[config.mk]
export PLATFORM = sky130hd
export DESIGN_NAME = memshare_l1pa_regfile
export DESIGN_NICKNAME = d
export VERILOG_FILES = /design/src/rtl/memshare_l1pa_regfile.sv
export SDC_FILE = /design/constraint.sdc
export NUM_CORES = 1
export LEC_CHECK = 0
export BUFFER_PORTS_ARGS = -buffer_cell sky130_fd_sc_hd__buf_2
export CORE_ASPECT_RATIO = 0.9
export CORE_MARGIN = 1
export CORE_UTILIZATION = 59
export DETAILED_ROUTE_END_ITERATION = 16
export PLACE_DENSITY = 0.76
export SYNTH_ARGS = -nofsm -noshare
export SYNTH_HDL_FRONTEND = slang
export SYNTH_SLANG_ARGS = --single-unit
[constraint.sdc]
create_clock -name sys_clk -period 2.5 [get_ports sys_clk]
set_input_delay 0.375 -clock sys_clk [delete_from_list [all_inputs] [get_ports sys_clk]]
set_output_delay 0.375 -clock sys_clk [all_outputs]
set_load 0.05 [all_outputs]
[src/rtl/memshare_l1pa_regfile.sv]
// memshare_l1pa_regfile: L1PA_SPR page store feeding the memShare RFMU.
// Optional per-page even parity: define MEMSHARE_REGFILE_PARITY_EN.
module memshare_l1pa_regfile #(
  parameter int RQST_BITWIDTH       = 5,
  parameter int REGFILE_PAGE_NUM    = 43,
  // must reach every page, so never narrower than clog2 of the page count
  parameter int REGFILE_ADDR_WIDTH  =
    (RQST_BITWIDTH > $clog2(REGFILE_PAGE_NUM)) ?
      RQST_BITWIDTH : $clog2(REGFILE_PAGE_NUM),
  parameter int L1PA_SHIFT_BITWIDTH = $clog2(RQST_BITWIDTH),
  parameter int PAGE_WIDTH          = 2*L1PA_SHIFT_BITWIDTH+1
) (
  input  logic                           sys_clk,
  input  logic                           rstn,
  input  logic [REGFILE_ADDR_WIDTH-1:0]  regFile_raddr_i,
  output logic [L1PA_SHIFT_BITWIDTH-1:0] l1pa_shift_fb_o,
  output logic [L1PA_SHIFT_BITWIDTH-1:0] shiftDelta_fb_o,
  output logic                           isGtr_fb_o,
  output logic                           rd_oor_o,
  input  logic                           cfg_wr_valid_i,
  output logic                           cfg_wr_ready_o,
  input  logic [REGFILE_ADDR_WIDTH-1:0]  cfg_wr_addr_i,
  input  logic [PAGE_WIDTH-1:0]          cfg_wr_data_i,
  output logic                           cfg_wr_err_o,
  output logic                           init_done_o,
  output logic                           par_err_o
);

  localparam int AW = REGFILE_ADDR_WIDTH;
  localparam int PW = PAGE_WIDTH;
  localparam int SB = L1PA_SHIFT_BITWIDTH;
`ifdef MEMSHARE_REGFILE_PARITY_EN
  localparam int SW = PW + 1;
`else
  localparam int SW = PW;
`endif
  localparam logic [AW-1:0] LAST = AW'(REGFILE_PAGE_NUM - 1);

  typedef enum logic {CLR, RUN} state_t;

  state_t        state;
  logic [AW-1:0] clr_cnt;
  logic [SW-1:0] mem [REGFILE_PAGE_NUM];

  logic          wr_fire;
  logic          wr_in;
  logic          rd_in;
  logic          hit;
  logic          we;
  logic [AW-1:0] waddr;
  logic [SW-1:0] cfg_word;
  logic [SW-1:0] wword;
  logic [SW-1:0] rword;
  logic [PW-1:0] rdata;
  logic          par_bad;

  assign cfg_wr_ready_o = init_done_o;
  assign wr_fire = cfg_wr_valid_i & cfg_wr_ready_o;
  assign wr_in   = cfg_wr_addr_i <= LAST;
  assign rd_in   = regFile_raddr_i <= LAST;
  assign hit     = wr_fire & wr_in &
                   (cfg_wr_addr_i == regFile_raddr_i);

`ifdef MEMSHARE_REGFILE_PARITY_EN
  assign cfg_word = {^cfg_wr_data_i, cfg_wr_data_i};
  assign par_bad  = rword[PW] ^ (^rword[PW-1:0]);
`else
  assign cfg_word = cfg_wr_data_i;
  assign par_bad  = 1'b0;
`endif

  always_comb begin
    we    = 1'b0;
    waddr = cfg_wr_addr_i;
    wword = cfg_word;
    if (rstn) begin
      if (state == CLR) begin
        we    = 1'b1;
        waddr = clr_cnt;
        wword = '0;
      end else begin
        we = wr_fire & wr_in;
      end
    end
  end

  // write-first: a same-edge write to the read page bypasses the array
  always_comb begin
    rword = '0;
    if (hit)
      rword = cfg_word;
    else if (rd_in)
      rword = mem[regFile_raddr_i];
  end

  assign rdata = rword[PW-1:0];

  always_ff @(posedge sys_clk) begin
    if (we)
      mem[waddr] <= wword;
  end

  always_ff @(posedge sys_clk) begin
    if (!rstn) begin
      state           <= CLR;
      clr_cnt         <= '0;
      init_done_o     <= 1'b0;
      l1pa_shift_fb_o <= '0;
      shiftDelta_fb_o <= '0;
      isGtr_fb_o      <= 1'b0;
      rd_oor_o        <= 1'b0;
      cfg_wr_err_o    <= 1'b0;
      par_err_o       <= 1'b0;
    end else begin
      unique case (state)
        CLR: begin
          clr_cnt         <= clr_cnt + 1'b1;
          l1pa_shift_fb_o <= '0;
          shiftDelta_fb_o <= '0;
          isGtr_fb_o      <= 1'b0;
          rd_oor_o        <= 1'b0;
          cfg_wr_err_o    <= 1'b0;
          par_err_o       <= 1'b0;
          if (clr_cnt == LAST) begin
            state       <= RUN;
            init_done_o <= 1'b1;
          end
        end
        RUN: begin
          l1pa_shift_fb_o <= rd_in ? rdata[PW-1 -: SB] : '0;
          shiftDelta_fb_o <= rd_in ? rdata[SB:1] : '0;
          isGtr_fb_o      <= rd_in & rdata[0];
          rd_oor_o        <= ~rd_in;
          cfg_wr_err_o    <= wr_fire & ~wr_in;
          par_err_o       <= rd_in & par_bad;
        end
        default: state <= CLR;
      endcase
    end
  end

endmodule
* After elaboration in Yosys (flattened, before gate mapping)
Memory sizes are Yosys's and may differ from the RTL's.
Cells that the tools add are included.
** Word-level totals
- Memory bits (writable) :: 301
- Word-level logic and storage cells :: 42
- Bits in latches :: 0
- Memories kept :: 1
- Bits in read-only memories :: 0
- Register bits after elaboration :: 17
- Bits of input ports :: 22
- Output and inout bits :: 12
** Memory list
- mem :: words 43, bits a word 7, rd ports 1, clocked after Yosys merged registers in 0, write ports 1, RTL line 43 : logic [SW-1:0] mem [REGFILE_PAGE_NUM];
** Cells by class
- Bitwise gates (word level) :: 8
- Shifts and indexed selects :: 0
- Divide/modulo/power cells :: 0
- Equal/unequal tests :: 2
- Magnitude comparators :: 2
- Muxes and demuxes :: 19
- $add $sub $neg :: 1
- Reduce and logical (&&, ||, !) cells :: 1
- Multiply operators :: 0
** Operators with widths (number)
- $mux W7 :: 4
- $le A6 B6 Y1 const B :: 2
- $mux W6 :: 2
- $pmux W3 S2 :: 2
- $add A6 B1 Y6 const B :: 1
- $eq A6 B6 Y1 :: 1
- $eq A6 B6 Y1 const B :: 1
- $mux W1 :: 6
- $mux W3 :: 2
- $pmux W1 S2 :: 3
- $and A1 B1 Y1 :: 5
- $not A1 Y1 :: 3
- $reduce_and A2 Y1 :: 1

* Depth between registers and ports, before layout
- Word-level depth :: 6
- Gate-level depth with buffers :: 9
- Mapped depth without buffers :: 6

* Worst setup path after synthesis
OpenSTA, ideal clock, no wires.
- Path type :: register to register
- Start :: register init_done_o (netlist: cfg_wr_ready_o)
- End :: memory mem[35][0] in the netlist's numbering, enable pin
- Arrival time :: 1.870 ns
- Path buffers :: 0
- Path slack :: 0.270 ns
- Stages on the path, launching flop included :: 5
- Required time :: 2.140 ns
- Period minus slack after synthesis :: 2.230 ns
- Library setup time :: 0.360 ns
- Cell sequence :: dfxtp_1 -> o2111ai_1 -> a21oi_1 -> nand3_1 -> nor2_1
** Between the ends
- Word-level cells in the longest chain between the ends :: 6
** Ends and longest elaborated chain
- start, declared :: RTL line 25 : output logic init_done_o,
- start signal, assigned :: RTL line 107 : init_done_o <= 1'b0;
- start signal, assigned :: RTL line 126 : init_done_o <= 1'b1;
- $and A1 B1 Y1 :: RTL line 58 : assign wr_fire = cfg_wr_valid_i & cfg_wr_ready_o;
- $and A1 B1 Y1 :: RTL line 82 : we = wr_fire & wr_in;
- $mux W1 :: RTL line 77 : if (state == CLR) begin
- $mux W1 :: RTL line 76 : if (rstn) begin
- $mux W1 :: RTL line 99 : if (we)
- $mux W1 (implied by the code) :: RTL line 100 : mem[waddr] <= wword;
- end, declared :: RTL line 43
No other way between the ends.

* Worst setup path in the final report
- Start :: register state
- End :: memory mem[37][5] in the netlist's numbering, enable pin
** Between the ends
- Word-level cells in the longest chain between the ends :: 4
- Elaborated cells between the ends (all ways) :: 6
- Those cells by class :: mux: 6
** Ends and longest elaborated chain
- start, declared :: RTL line 41 : state_t state;
- start signal, assigned :: RTL line 105 : state <= CLR;
- start signal, assigned :: RTL line 125 : state <= RUN;
- start signal, assigned :: RTL line 137 : default: state <= CLR;
- $mux W1 :: RTL line 77
- $mux W1 :: RTL line 76
- $mux W1 :: RTL line 99
- $mux W1 (implied by the code) :: RTL line 100
Parallel ways exist; a longest one is shown, timed or not.

==> qor.txt <==
STA
------------------------------------------------------------------------------------------------------
Slew Viols, Final .......................................................................            0
Aggregate negative setup slack ..........................................................         0 ps
Period utilisation layout ...............................................................        91.7%
Highest achievable clock rate ...........................................................    0.436 GHz
Final clock skew ........................................................................      20.5 ps
Setup repair after global routing missed its margin .....................................        false
Worst Tran Pin Value ....................................................................       936 ps
Number of endpoints failing setup at the final stage ....................................            0
Rel. slew slack .........................................................................        37.6%
Fin crit period .........................................................................      2290 ps
Hold violation total from the final report ..............................................            0
Worst hold slack ........................................................................      81.3 ps
Least setup slack across all paths after layout .........................................       208 ps

DIE
------------------------------------------------------------------------------------------------------
Die Span X ..............................................................................       157 um
Initial Util ............................................................................        61.0%
Die height ..............................................................................       142 um
Count of pins on the block boundary .....................................................           34
Area of the placeable core ..............................................................  21000 sq um
Area of the die .........................................................................  22300 sq um
Num rows ................................................................................           50

CRITICAL PATH
------------------------------------------------------------------------------------------------------
WP data arrival .........................................................................      2550 ps
Kind of end point of the critical path ..................................................         flop
FF-to-FF Start ..........................................................................        state
Critical Path Start .....................................................................        state
Maximum fanout encountered on the critical timing path ..................................           14
Required time worst endpoint ............................................................      2760 ps
Crit path launch type ...................................................................         flop
Type of the worst setup path ............................................................ flop to flop

GRT
------------------------------------------------------------------------------------------------------
Antenna violations before repair ........................................................            0
Maximum number of pins on one net before global-route repair ............................           44
Total congestion overflow ...............................................................            0
Global routing usage summed across all routing layers ...................................        27.5%
Number of global-route vias before repair ...............................................         7155
Global-route wire length before repair ..................................................      44.1 mm

LOGIC SYNTHESIS
------------------------------------------------------------------------------------------------------
Post-synthesis sequential area ratio ....................................................        73.2%
Yosys warning total .....................................................................            0
Net count after synthesis ...............................................................          710
Most repeated cell in the gate-level netlist after synthesis ............................ sky130_fd_sc_hd__edfxtp_1
Async set-reset flop share out of synthesis .............................................           0%
Share of the synthesized area in the top cell type ......................................        70.5%
Post-Syn Area ...........................................................................  12800 sq um
Area contributors post-synth ............................................................ sky130_fd_sc_hd__edfxtp_1 71%, sky130_fd_sc_hd__mux4_2 13%, sky130_fd_sc_hd__dfxtp_1 2.7%, sky130_fd_sc_hd__mux2i_1 2.6%, sky130_fd_sc_hd__nor2_1 1.9%
Gate count of the mapped netlist ........................................................          686
Synth top cells by count ................................................................ 301 x sky130_fd_sc_hd__edfxtp_1, 72 x sky130_fd_sc_hd__mux4_2, 64 x sky130_fd_sc_hd__nor2_1, 33 x sky130_fd_sc_hd__mux2i_1, 29 x sky130_fd_sc_hd__nand2_1
Mapped Avg Cell Area ....................................................................   18.7 sq um
Library cell with the largest summed area after synthesis ............................... sky130_fd_sc_hd__edfxtp_1
Count of flip-flops with a built-in enable after synthesis ..............................          301
Flip-flop cell with the highest count after synthesis ................................... sky130_fd_sc_hd__edfxtp_1
Post-synthesis sequential element count .................................................          318
Number of different library cells in the post-synthesis netlist .........................           47

PLACEMENT
------------------------------------------------------------------------------------------------------
Routability congestion estimate .........................................................        0.905
Count of buffers from port buffering ....................................................           32
Placement Setup Slack ...................................................................      77.1 ps
Placed instance area ....................................................................  13800 sq um
Half-perimeter wire length after detailed placement .....................................      18.6 mm

DRT
------------------------------------------------------------------------------------------------------
Detail-routed via count per cell ........................................................         6.35
Post-detailed-routing wire length .......................................................      29.0 mm
Number of remaining DRC errors ..........................................................            0
Number of iterations in the first detailed-routing pass .................................            5
Post-route antenna net violation count ..................................................            0
Routed WL per cell ......................................................................      26.3 um
DRT iter0 DRCs ..........................................................................          777
Detailed-route via count ................................................................         7013

MIN PATH
------------------------------------------------------------------------------------------------------
Origin of the worst min-delay path ...................................................... cfg_wr_valid_i
Min-Delay Path Class .................................................................... primary input to flop

CLOCK NETWORK
------------------------------------------------------------------------------------------------------
Cts repair resizes ......................................................................            0
Clock Root Buffer ....................................................................... sky130_fd_sc_hd__clkbuf_16
Maximum number of buffers from clock root to sink .......................................            3
Setup repair bufs after CTS .............................................................            0
Worst skew pair latency .................................................................       560 ps
CTS Hold Buffers Added ..................................................................            0
Clock Sinks .............................................................................          318
H-tree level count ......................................................................            1
Cts bufs inserted .......................................................................           29
Clock transition at the register clock pins on the worst setup and hold paths after CTS .        60 ps
Clock tree from TritonCTS ...............................................................        built

CELLS AND AREA
------------------------------------------------------------------------------------------------------
Number of filler instances in the final layout ..........................................         1322
Ant diodes ..............................................................................            0
Post-route design area ..................................................................  14800 sq um
Syn-to-layout area delta ................................................................        15.4%
Fraction of final layout cells sized beyond drive strength 1 ............................        29.9%
Layout net count ........................................................................          820

POWER AND IR DROP
------------------------------------------------------------------------------------------------------
Max VDD drop ............................................................................     0.644 mV
Leakage .................................................................................      5.00 nW
Cell Pwr Density ........................................................................  753 nW/um^2

STATUS
------------------------------------------------------------------------------------------------------
Result of the run ....................................................................... complete, no violations

RUN
------------------------------------------------------------------------------------------------------
Maximum capacitance violations ..........................................................            0

-- cells by family after synthesis --
group,Yosys count,synth area share [%]
other cells,1,0.0293
mux,119,16.5
fa+ha+maj,2,0.195
compound gates,51,2.55
flops,318,73.2
buf+inv,40,1.71
xor+xnor,10,0.683
simple gates,145,5.22
-- flip-flops by register name (all words and copies together) (netlist names) --
name             flops
cfg_wr_err_o         1
l1pa_shift_fb_o      3
shiftDelta_fb_o      3
rd_oor_o             1
clr_cnt              6
cfg_wr_ready_o       1
mem                301
isGtr_fb_o           1
state                1
-- area by class of cell --
type	instances	area, sq um	area share [%]
clock inverters	18	215	1.45
inverters	7	26.3	0.178
repair buffers	112	828	5.60
well taps	286	358	2.42
clock buffers	36	772	5.22
multi-input cells	328	3220	21.8
flip-flops and latches	318	9380	63.4
-- final timing paths --
check	depth (start not counted)	endpoint	slack, ps
min reg2reg	2	cfg_wr_err_o	500
max	6	mem[37][5]	210
max reg2reg	6	mem[37][5]	210
min	3	cfg_wr_err_o	80
-- power breakdown --
group | internal, mW | leakage [nW] | total [mW] | switching [mW]
Combinational | 0.269 | 1.62 | 0.668 | 0.399
Sequential | 5.86 | 2.89 | 5.88 | 0.0146
Clock | 2.70 | 0.486 | 4.59 | 1.89
-- metrics by stage --
stage                     power, mW  util [%]  std cells
after CTS                      11.2      70.4       1105
after global placement         6.63      65.7       1051
after detailed placement       6.65      65.7       1051
after global routing           11.4      70.4       1105
final                          11.1      70.4       1105
after floorplan                6.39         -        686
-- layout by cell type, fill, tap and decap left out, types with 6 or more instances in the layout --
cell	synthesis	layout
sky130_fd_sc_hd__edfxtp_1	301	301
sky130_fd_sc_hd__buf_4	10	77
sky130_fd_sc_hd__mux4_2	72	72
sky130_fd_sc_hd__nor2_1	64	64
sky130_fd_sc_hd__mux2i_1	33	33
sky130_fd_sc_hd__buf_2	13	30
sky130_fd_sc_hd__nand2_1	29	29
sky130_fd_sc_hd__clkbuf_16	0	29
sky130_fd_sc_hd__dfxtp_1	17	17
sky130_fd_sc_hd__a21oi_1	14	14
sky130_fd_sc_hd__mux2_2	14	14
sky130_fd_sc_hd__nand3_1	12	12
sky130_fd_sc_hd__o21ai_0	9	9
sky130_fd_sc_hd__nand2b_1	7	7
sky130_fd_sc_hd__and2_1	7	7
sky130_fd_sc_hd__clkinv_1	1	7
sky130_fd_sc_hd__xnor2_1	7	7
sky130_fd_sc_hd__inv_1	6	6
sky130_fd_sc_hd__nand4_1	6	6
sky130_fd_sc_hd__o22ai_1	6	6
-- routing by layer --
metal	global-route usage (%)	up-vias	wire length, um
li1	-	2971	-
met1	40.3	3573	11800
met2	43.5	397	13900
met3	4.37	72	2600
met4	7.41	0	746
met5	0	-	0
-- worst max-delay path, stage by stage (launching register included) --
cell and delay (ps):
sky130_fd_sc_hd__dfxtp_1 320, sky130_fd_sc_hd__nand2b_1 260, sky130_fd_sc_hd__buf_4 240, sky130_fd_sc_hd__o21ai_0 360
sky130_fd_sc_hd__nand2_1 360, sky130_fd_sc_hd__nor2_1 270, sky130_fd_sc_hd__buf_4 200
No activity file was read; power rests on OpenSTA's default activity.
